**config.mk**
```make
export PLATFORM = sky130hd
export DESIGN_NAME = regfile_write_sequencer
export DESIGN_NICKNAME = d
export VERILOG_FILES = /design/src/rtl/regfile_wseq_pkg.sv /design/src/rtl/regfile_wseq_fifo.sv /design/src/rtl/regfile_write_sequencer.sv
export SDC_FILE = /design/constraint.sdc
export NUM_CORES = 1
export LEC_CHECK = 0
export CORE_MARGIN = 2
export CORE_UTILIZATION = 25
export CTS_CLUSTER_SIZE = 8
export DETAILED_ROUTE_END_ITERATION = 6
export GPL_ROUTABILITY_DRIVEN = 0
export SYNTH_ARGS = -nofsm -noshare
export SYNTH_HDL_FRONTEND = slang
export SYNTH_HIERARCHICAL = 1
export SYNTH_SLANG_ARGS = --single-unit
export TNS_END_PERCENT = 30
```
**constraint.sdc**
```tcl
create_clock -name clk -period 3.6 [get_ports clk]
set_clock_uncertainty 0.15 [all_clocks]
set_input_delay 0.72 -clock clk [delete_from_list [all_inputs] [get_ports clk]]
set_output_delay 0.72 -clock clk [all_outputs]
set_load 0.01 [all_outputs]
```
**src/rtl/regfile_wseq_pkg.sv**
```systemverilog
// Shared types and default sizing for the register file write sequencer.
// Latency: n/a (types only). Backpressure: n/a.
// Entry struct here carries the default widths; the top re-declares it when overridden.
package regfile_wseq_pkg;

    localparam int WSEQ_DATA_W     = 32;
    localparam int WSEQ_ADDR_W     = 5;
    localparam int WSEQ_NUM_REGS   = 32;
    localparam int WSEQ_FIFO_DEPTH = 4;

    typedef enum logic {
        ST_CLEAR = 1'b0,
        ST_RUN   = 1'b1
    } wseq_state_t;

    typedef struct packed {
        logic [WSEQ_ADDR_W-1:0] addr;
        logic [WSEQ_DATA_W-1:0] data;
    } wr_entry_t;

endpackage

```
**src/rtl/regfile_wseq_fifo.sv**
```systemverilog
// Pending-write FIFO with an age-ordered view (index 0 = oldest) for hazard compares.
// Latency: push visible at head one cycle later. Backpressure: caller honours full/empty.
// Data view port exists only with REGFILE_WSEQ_FWD_EN.
module regfile_wseq_fifo
    import regfile_wseq_pkg::*;
#(
    parameter int  DEPTH   = WSEQ_FIFO_DEPTH,
    parameter int  ADDR_W  = WSEQ_ADDR_W,
    parameter type entry_t = wr_entry_t
) (
    input  logic              clk,
    input  logic              rst,
    input  logic              push,
    input  entry_t            push_dat,
    input  logic              pop,
    output entry_t            head_dat,
    output logic              full,
    output logic              empty,
    output logic [ADDR_W-1:0] view_addr [DEPTH],
`ifdef REGFILE_WSEQ_FWD_EN
    output logic [$bits(entry_t)-ADDR_W-1:0] view_data [DEPTH],
`endif
    output logic [DEPTH-1:0]  view_vld
);

    localparam int PTR_W = $clog2(DEPTH);
    localparam int CNT_W = PTR_W + 1;

    entry_t             mem [DEPTH];
    logic [PTR_W-1:0]   wr_ptr;
    logic [PTR_W-1:0]   rd_ptr;
    logic [CNT_W-1:0]   count;

    always_ff @(posedge clk or negedge rst) begin
        if (!rst) begin
            wr_ptr <= '0;
            rd_ptr <= '0;
            count  <= '0;
        end else begin
            if (push) wr_ptr <= wr_ptr + 1'b1;
            if (pop)  rd_ptr <= rd_ptr + 1'b1;
            case ({push, pop})
                2'b10:   count <= count + 1'b1;
                2'b01:   count <= count - 1'b1;
                default: count <= count;
            endcase
        end
    end

    always_ff @(posedge clk) begin
        if (push) mem[wr_ptr] <= push_dat;
    end

    assign head_dat = mem[rd_ptr];
    assign full     = (count == CNT_W'(DEPTH));
    assign empty    = (count == '0);

    for (genvar k = 0; k < DEPTH; k++) begin : g_view
        logic [PTR_W-1:0] idx;
        assign idx          = rd_ptr + PTR_W'(k);
        assign view_vld[k]  = (CNT_W'(k) < count);
        assign view_addr[k] = mem[idx].addr;
`ifdef REGFILE_WSEQ_FWD_EN
        assign view_data[k] = mem[idx].data;
`endif
    end

endmodule

```
**src/rtl/regfile_write_sequencer.sv**
```systemverilog
// Register file write front end: zero-clears all registers after reset, then drains buffered writebacks.
// Latency: accept at edge N -> rf_we after edge N+1. Backpressure: in_ready low while FIFO full or clearing.
// REGFILE_WSEQ_FWD_EN adds q_data, the youngest pending data for q_addr.
module regfile_write_sequencer
    import regfile_wseq_pkg::*;
#(
    parameter int DATA_W     = WSEQ_DATA_W,
    parameter int ADDR_W     = WSEQ_ADDR_W,
    parameter int NUM_REGS   = WSEQ_NUM_REGS,
    parameter int FIFO_DEPTH = WSEQ_FIFO_DEPTH
) (
    input  logic              clk,
    input  logic              rst,
    input  logic              in_valid,
    output logic              in_ready,
    input  logic [ADDR_W-1:0] in_addr,
    input  logic [DATA_W-1:0] in_data,
    output logic              busy,
    output logic              rf_we,
    output logic [ADDR_W-1:0] rf_addr,
    output logic [DATA_W-1:0] rf_wdata,
    input  logic [ADDR_W-1:0] q_addr,
`ifdef REGFILE_WSEQ_FWD_EN
    output logic [DATA_W-1:0] q_data,
`endif
    output logic              q_hit
);

    typedef struct packed {
        logic [ADDR_W-1:0] addr;
        logic [DATA_W-1:0] data;
    } entry_t;

    wseq_state_t        st;
    wseq_state_t        st_nxt;
    logic [ADDR_W-1:0]  clr_cnt;
    logic               clr_last;
    logic               push;
    logic               pop;
    logic               fifo_full;
    logic               fifo_empty;
    entry_t             push_dat;
    entry_t             head_dat;
    logic [FIFO_DEPTH-1:0] view_vld;
    logic [ADDR_W-1:0]  view_addr [FIFO_DEPTH];
`ifdef REGFILE_WSEQ_FWD_EN
    logic [DATA_W-1:0]  view_data [FIFO_DEPTH];
`endif

    always_ff @(posedge clk or negedge rst) begin
        if (!rst) st <= ST_CLEAR;
        else      st <= st_nxt;
    end

    always_comb begin
        st_nxt = st;
        if (st == ST_CLEAR && clr_last) st_nxt = ST_RUN;
    end

    always_comb begin
        busy     = (st == ST_CLEAR);
        in_ready = (st == ST_RUN) && !fifo_full;
    end

    assign clr_last = (clr_cnt == ADDR_W'(NUM_REGS - 1));

    always_ff @(posedge clk or negedge rst) begin
        if (!rst)                clr_cnt <= '0;
        else if (st == ST_CLEAR) clr_cnt <= clr_cnt + 1'b1;
    end

    // Writes to r0 are handshaken but never buffered.
    assign push          = in_valid && in_ready && (in_addr != '0);
    assign pop           = (st == ST_RUN) && !fifo_empty;
    assign push_dat.addr = in_addr;
    assign push_dat.data = in_data;

    regfile_wseq_fifo #(
        .DEPTH   (FIFO_DEPTH),
        .ADDR_W  (ADDR_W),
        .entry_t (entry_t)
    ) u_fifo (
        .clk       (clk),
        .rst       (rst),
        .push      (push),
        .push_dat  (push_dat),
        .pop       (pop),
        .head_dat  (head_dat),
        .full      (fifo_full),
        .empty     (fifo_empty),
        .view_addr (view_addr),
`ifdef REGFILE_WSEQ_FWD_EN
        .view_data (view_data),
`endif
        .view_vld  (view_vld)
    );

    always_ff @(posedge clk or negedge rst) begin
        if (!rst) begin
            rf_we    <= 1'b0;
            rf_addr  <= '0;
            rf_wdata <= '0;
        end else if (st == ST_CLEAR) begin
            rf_we    <= 1'b1;
            rf_addr  <= clr_cnt;
            rf_wdata <= '0;
        end else if (pop) begin
            rf_we    <= 1'b1;
            rf_addr  <= head_dat.addr;
            rf_wdata <= head_dat.data;
        end else begin
            rf_we    <= 1'b0;
        end
    end

    // Scan oldest to newest so the youngest match is the one left standing.
    always_comb begin
        q_hit = 1'b0;
`ifdef REGFILE_WSEQ_FWD_EN
        q_data = '0;
`endif
        if (st == ST_RUN && q_addr != '0) begin
            if (rf_we && rf_addr == q_addr) begin
                q_hit = 1'b1;
`ifdef REGFILE_WSEQ_FWD_EN
                q_data = rf_wdata;
`endif
            end
            for (int k = 0; k < FIFO_DEPTH; k++) begin
                if (view_vld[k] && view_addr[k] == q_addr) begin
                    q_hit = 1'b1;
`ifdef REGFILE_WSEQ_FWD_EN
                    q_data = view_data[k];
`endif
                end
            end
        end
    end

endmodule

```
==> impl_metrics.toml <==
[power_and_ir_drop]
power_switching_uw = 2740
power.internal_uw = 5710
ir_drop_mv = 0.354
p_clk_frac = 0.222
power_leakage_uw = 0.00365
powerDensity_nw_per_um2 = 808
p_total_uw = 8450
p_sw_frac = 0.325
power_frac_seq = 0.409
p_comb_frac = 0.369

[floorplan]
die_w_um = 188
start_util = 0.253
io_pins = 86
die_h_um = 188
rows = 67
core-area_um2 = 33400
dieArea_um2 = 35200

[sta]
rsz0062_at_grt = "true"
finalHoldViolCount = 0
period_share = 0.944
slew_headroom = 0.432
fin_ws_ns = 0.203
max_slew.worst_pin.slew_ns = 0.852
min_period_ns = 3.40
finalSetupViolCount = 0
finalMaxSlewViolations = 0
max_freq_ghz = 0.294

[synthesis]
synth_area_leaders = "edfxtp_1 (53%), dfrtp_1 (15%), mux4_2 (13%)"
synth_largest_area_cell = "edfxtp_1"
synth_top_area_frac = 0.527
synthTopCellsByCount = "edfxtp_1 (148), dfrtp_1 (51), mux4_2 (48)"
postSynthNetCount = 513
syn_inst = 457
synth_cell_types = 37
synth-async-reset-ratio = 0.256
syn_area_um2 = 8440
synth-seq-area-share = 0.678
synth_area_per_cell_um2 = 18.5
synth_edf_count = 148
synth_most_common_cell = "edfxtp_1"
yosysWarnings = 6
yosys_most_used_dff = "edfxtp_1"
synth-seq-cells = 199

[final_layout]
antenna_cells = 0
fill_cells = 3310
multi_input_comb_area_um2 = 2450
area_growth_pct = 24.0
regArea_um2 = 5730
final_layout_size_suffix_gt1_frac = 0.221
fin_nets = 614

[grt]
grtUsageTotal = 0.108
overflow = 0
antenna_found_initial = 0
grt_pass1_wl_um = 27800
grt_max_degree = 39
grt_pass1_vias = 4539

[worst_setup_path]
required_ns = 2.73
cp_data_arrival_time_ns = 2.53
critPathCaptureType = "output port"
cp_max_fo = 8
r2r_end = "u_fifo/mem[1][18]"
crit_type = "reg -> out"
r2r_setup_slack_ns = 0.68
reg2reg_depth = 8
r2r_start = "u_fifo/count[0]"
cp-start-kind = "register"
path_cells = "buf_6 > mux4_2 > xor2_1 > nor4_1 > and3_1 > a31oi_1 > a31oi_1 > buf_2"
crit_path_max_incr_delay_ns = 0.52
cp_common_cell = "a31oi_1"
slowest_stage = "mux4_2"

[placement]
dpl.hpwl_um = 11500
io_buffers = 85
pre_cts_slack_ns = 0.00779

[clock_tree]
cts_max_path_buffers = 2
cts-root-buf = "clkbuf_16"
cts_hold_buffers = 0
clkTransAtPathRegs_ns = 0.09
cts_sinks = 199
htree_levels = 4
cts_buffers = 17
clk-insertion-delay-late_ns = 0.45
cts_tree = "built"

[routing]
wire_per_inst_um = 17.9
drt-initial-drc-count = 256
vias = 4282
ant_nets = 0
drcViolationCount = 0
routed_wirelength_um = 18200
vias_per_cell = 4.20
first_pass_iters = 6

[run]
maxCapViolCount = 0

[min_path]
hp-class = "in -> async"

[status]
outcome = "finished clean"
==> layout make-up <==
cell class	instances	share of cell area
Sequential cell	199	0.548
Multi-Input combinational cell	219	0.234
Timing Repair Buffer	115	0.108
Tap cell	448	0.0536
Clock buffer	17	0.0407
Clock inverter	15	0.0142
Inverter	6	0.00215
==> what timing repair did <==
action	4_1_cts	5_1_grt
gates resized for setup	3	6
setup endpoints to repair	1	1
setup buffers	8	0
pin swaps	0	3
==> through the flow <==
step            util  TNS [ns]  instance area (µm²)  hold WS (ns)  cells
6_report       0.314         0                10500         0.232   1019
5_1_grt        0.314   -0.0253                10500         0.279   1019
4_1_cts        0.313         0                10500         0.247   1019
3_5_place_dp   0.294         0                 9810         0.357    979
3_3_place_gp   0.294   -0.0488                 9810         0.328    979
2_1_floorplan      -         0                 8440         0.274    457
==> critical path: cells and delay by family, from the launching register on <==
kind	cells	cell delay [ns]
AOI/OAI and AO/OA	2	0.17
xor gates and xnor gates	1	0.16
buffers and inverters	2	0.27
DFF	1	0.50
muxes	1	0.52
and+or+nand+nor	2	0.47
==> per-layer routing <==
| metal | global-route usage | share of wire | vias to the layer above |
|---|---|---|---|
| met2 | 0.188 | 0.52 | 81 |
| met5 | 0 | 0 | - |
| li1 | - | - | 1957 |
| met1 | 0.129 | 0.43 | 2232 |
| met4 | 0.0373 | 0.013 | 0 |
| met3 | 0.0288 | 0.036 | 12 |
==> worst max-delay path by stage <==
stage / startpoint / to / depth (start not counted)
CTS: u_fifo/rd_ptr[1] / q_hit / 8
global route: u_fifo/rd_ptr[1] / q_hit / 8
detailed placement: q_addr[3] / q_hit / 7
global placement: q_addr[3] / q_hit / 7
finish: u_fifo/rd_ptr[1] / q_hit / 8
floorplan: u_fifo/count[0] / u_fifo/mem[1][0] / 7
==> sequential cells by signal, indices dropped and copies added, names as in the netlist <==
signal and count:
clr_cnt 5, rf_addr 5, rf_wdata 32, rf_we 1, st 1, u_fifo/count 3
u_fifo/mem 148, u_fifo/rd_ptr 2, u_fifo/wr_ptr 2
==> power groups by stage <==
| stage | combinational, µW | clock (µW) | sequential (µW) |
|---|---|---|---|
| floorplan | 2060 | 0 | 3470 |
| global placement | 3030 | 0 | 3540 |
| detailed placement | 3070 | 0 | 3550 |
| CTS | 3190 | 1950 | 3470 |
| global route | 3400 | 2030 | 3540 |
| finish | 3120 | 1870 | 3460 |
==> cell families (layout without fill, tap and decap cells) <==
group	after synthesis	in the layout	synth area share
fa+ha+maj	11	11	0.0163
compound gates	14	14	0.00934
xor+xnor	34	34	0.0353
buf+inv	39	153	0.0341
flops	199	199	0.678
simple gates	68	68	0.0386
mux	92	92	0.188
==> cells in the final DEF (no fill, tap or decap), types with 2 or more instances in the layout <==
cell type        count
buf_2                2
nand2_1              6
a21oi_1              6
xor2_1              23
mux4_2              48
edfxtp_1           148
nor2_1              42
nor4_1               3
and2_2               4
mux2_2               2
inv_6                6
dfrtp_4              2
inv_8                6
buf_4               23
clkbuf_16           17
buf_12               4
dfrtp_1             49
xnor2_1             11
and3_1               3
ha_1                11
o21ai_0              2
buf_6                3
a31oi_1              2
inv_1                5
mux4_1               4
mux2i_1             38
clkdlybuf4s50_1     83
(Power assumes the default switching activity.)
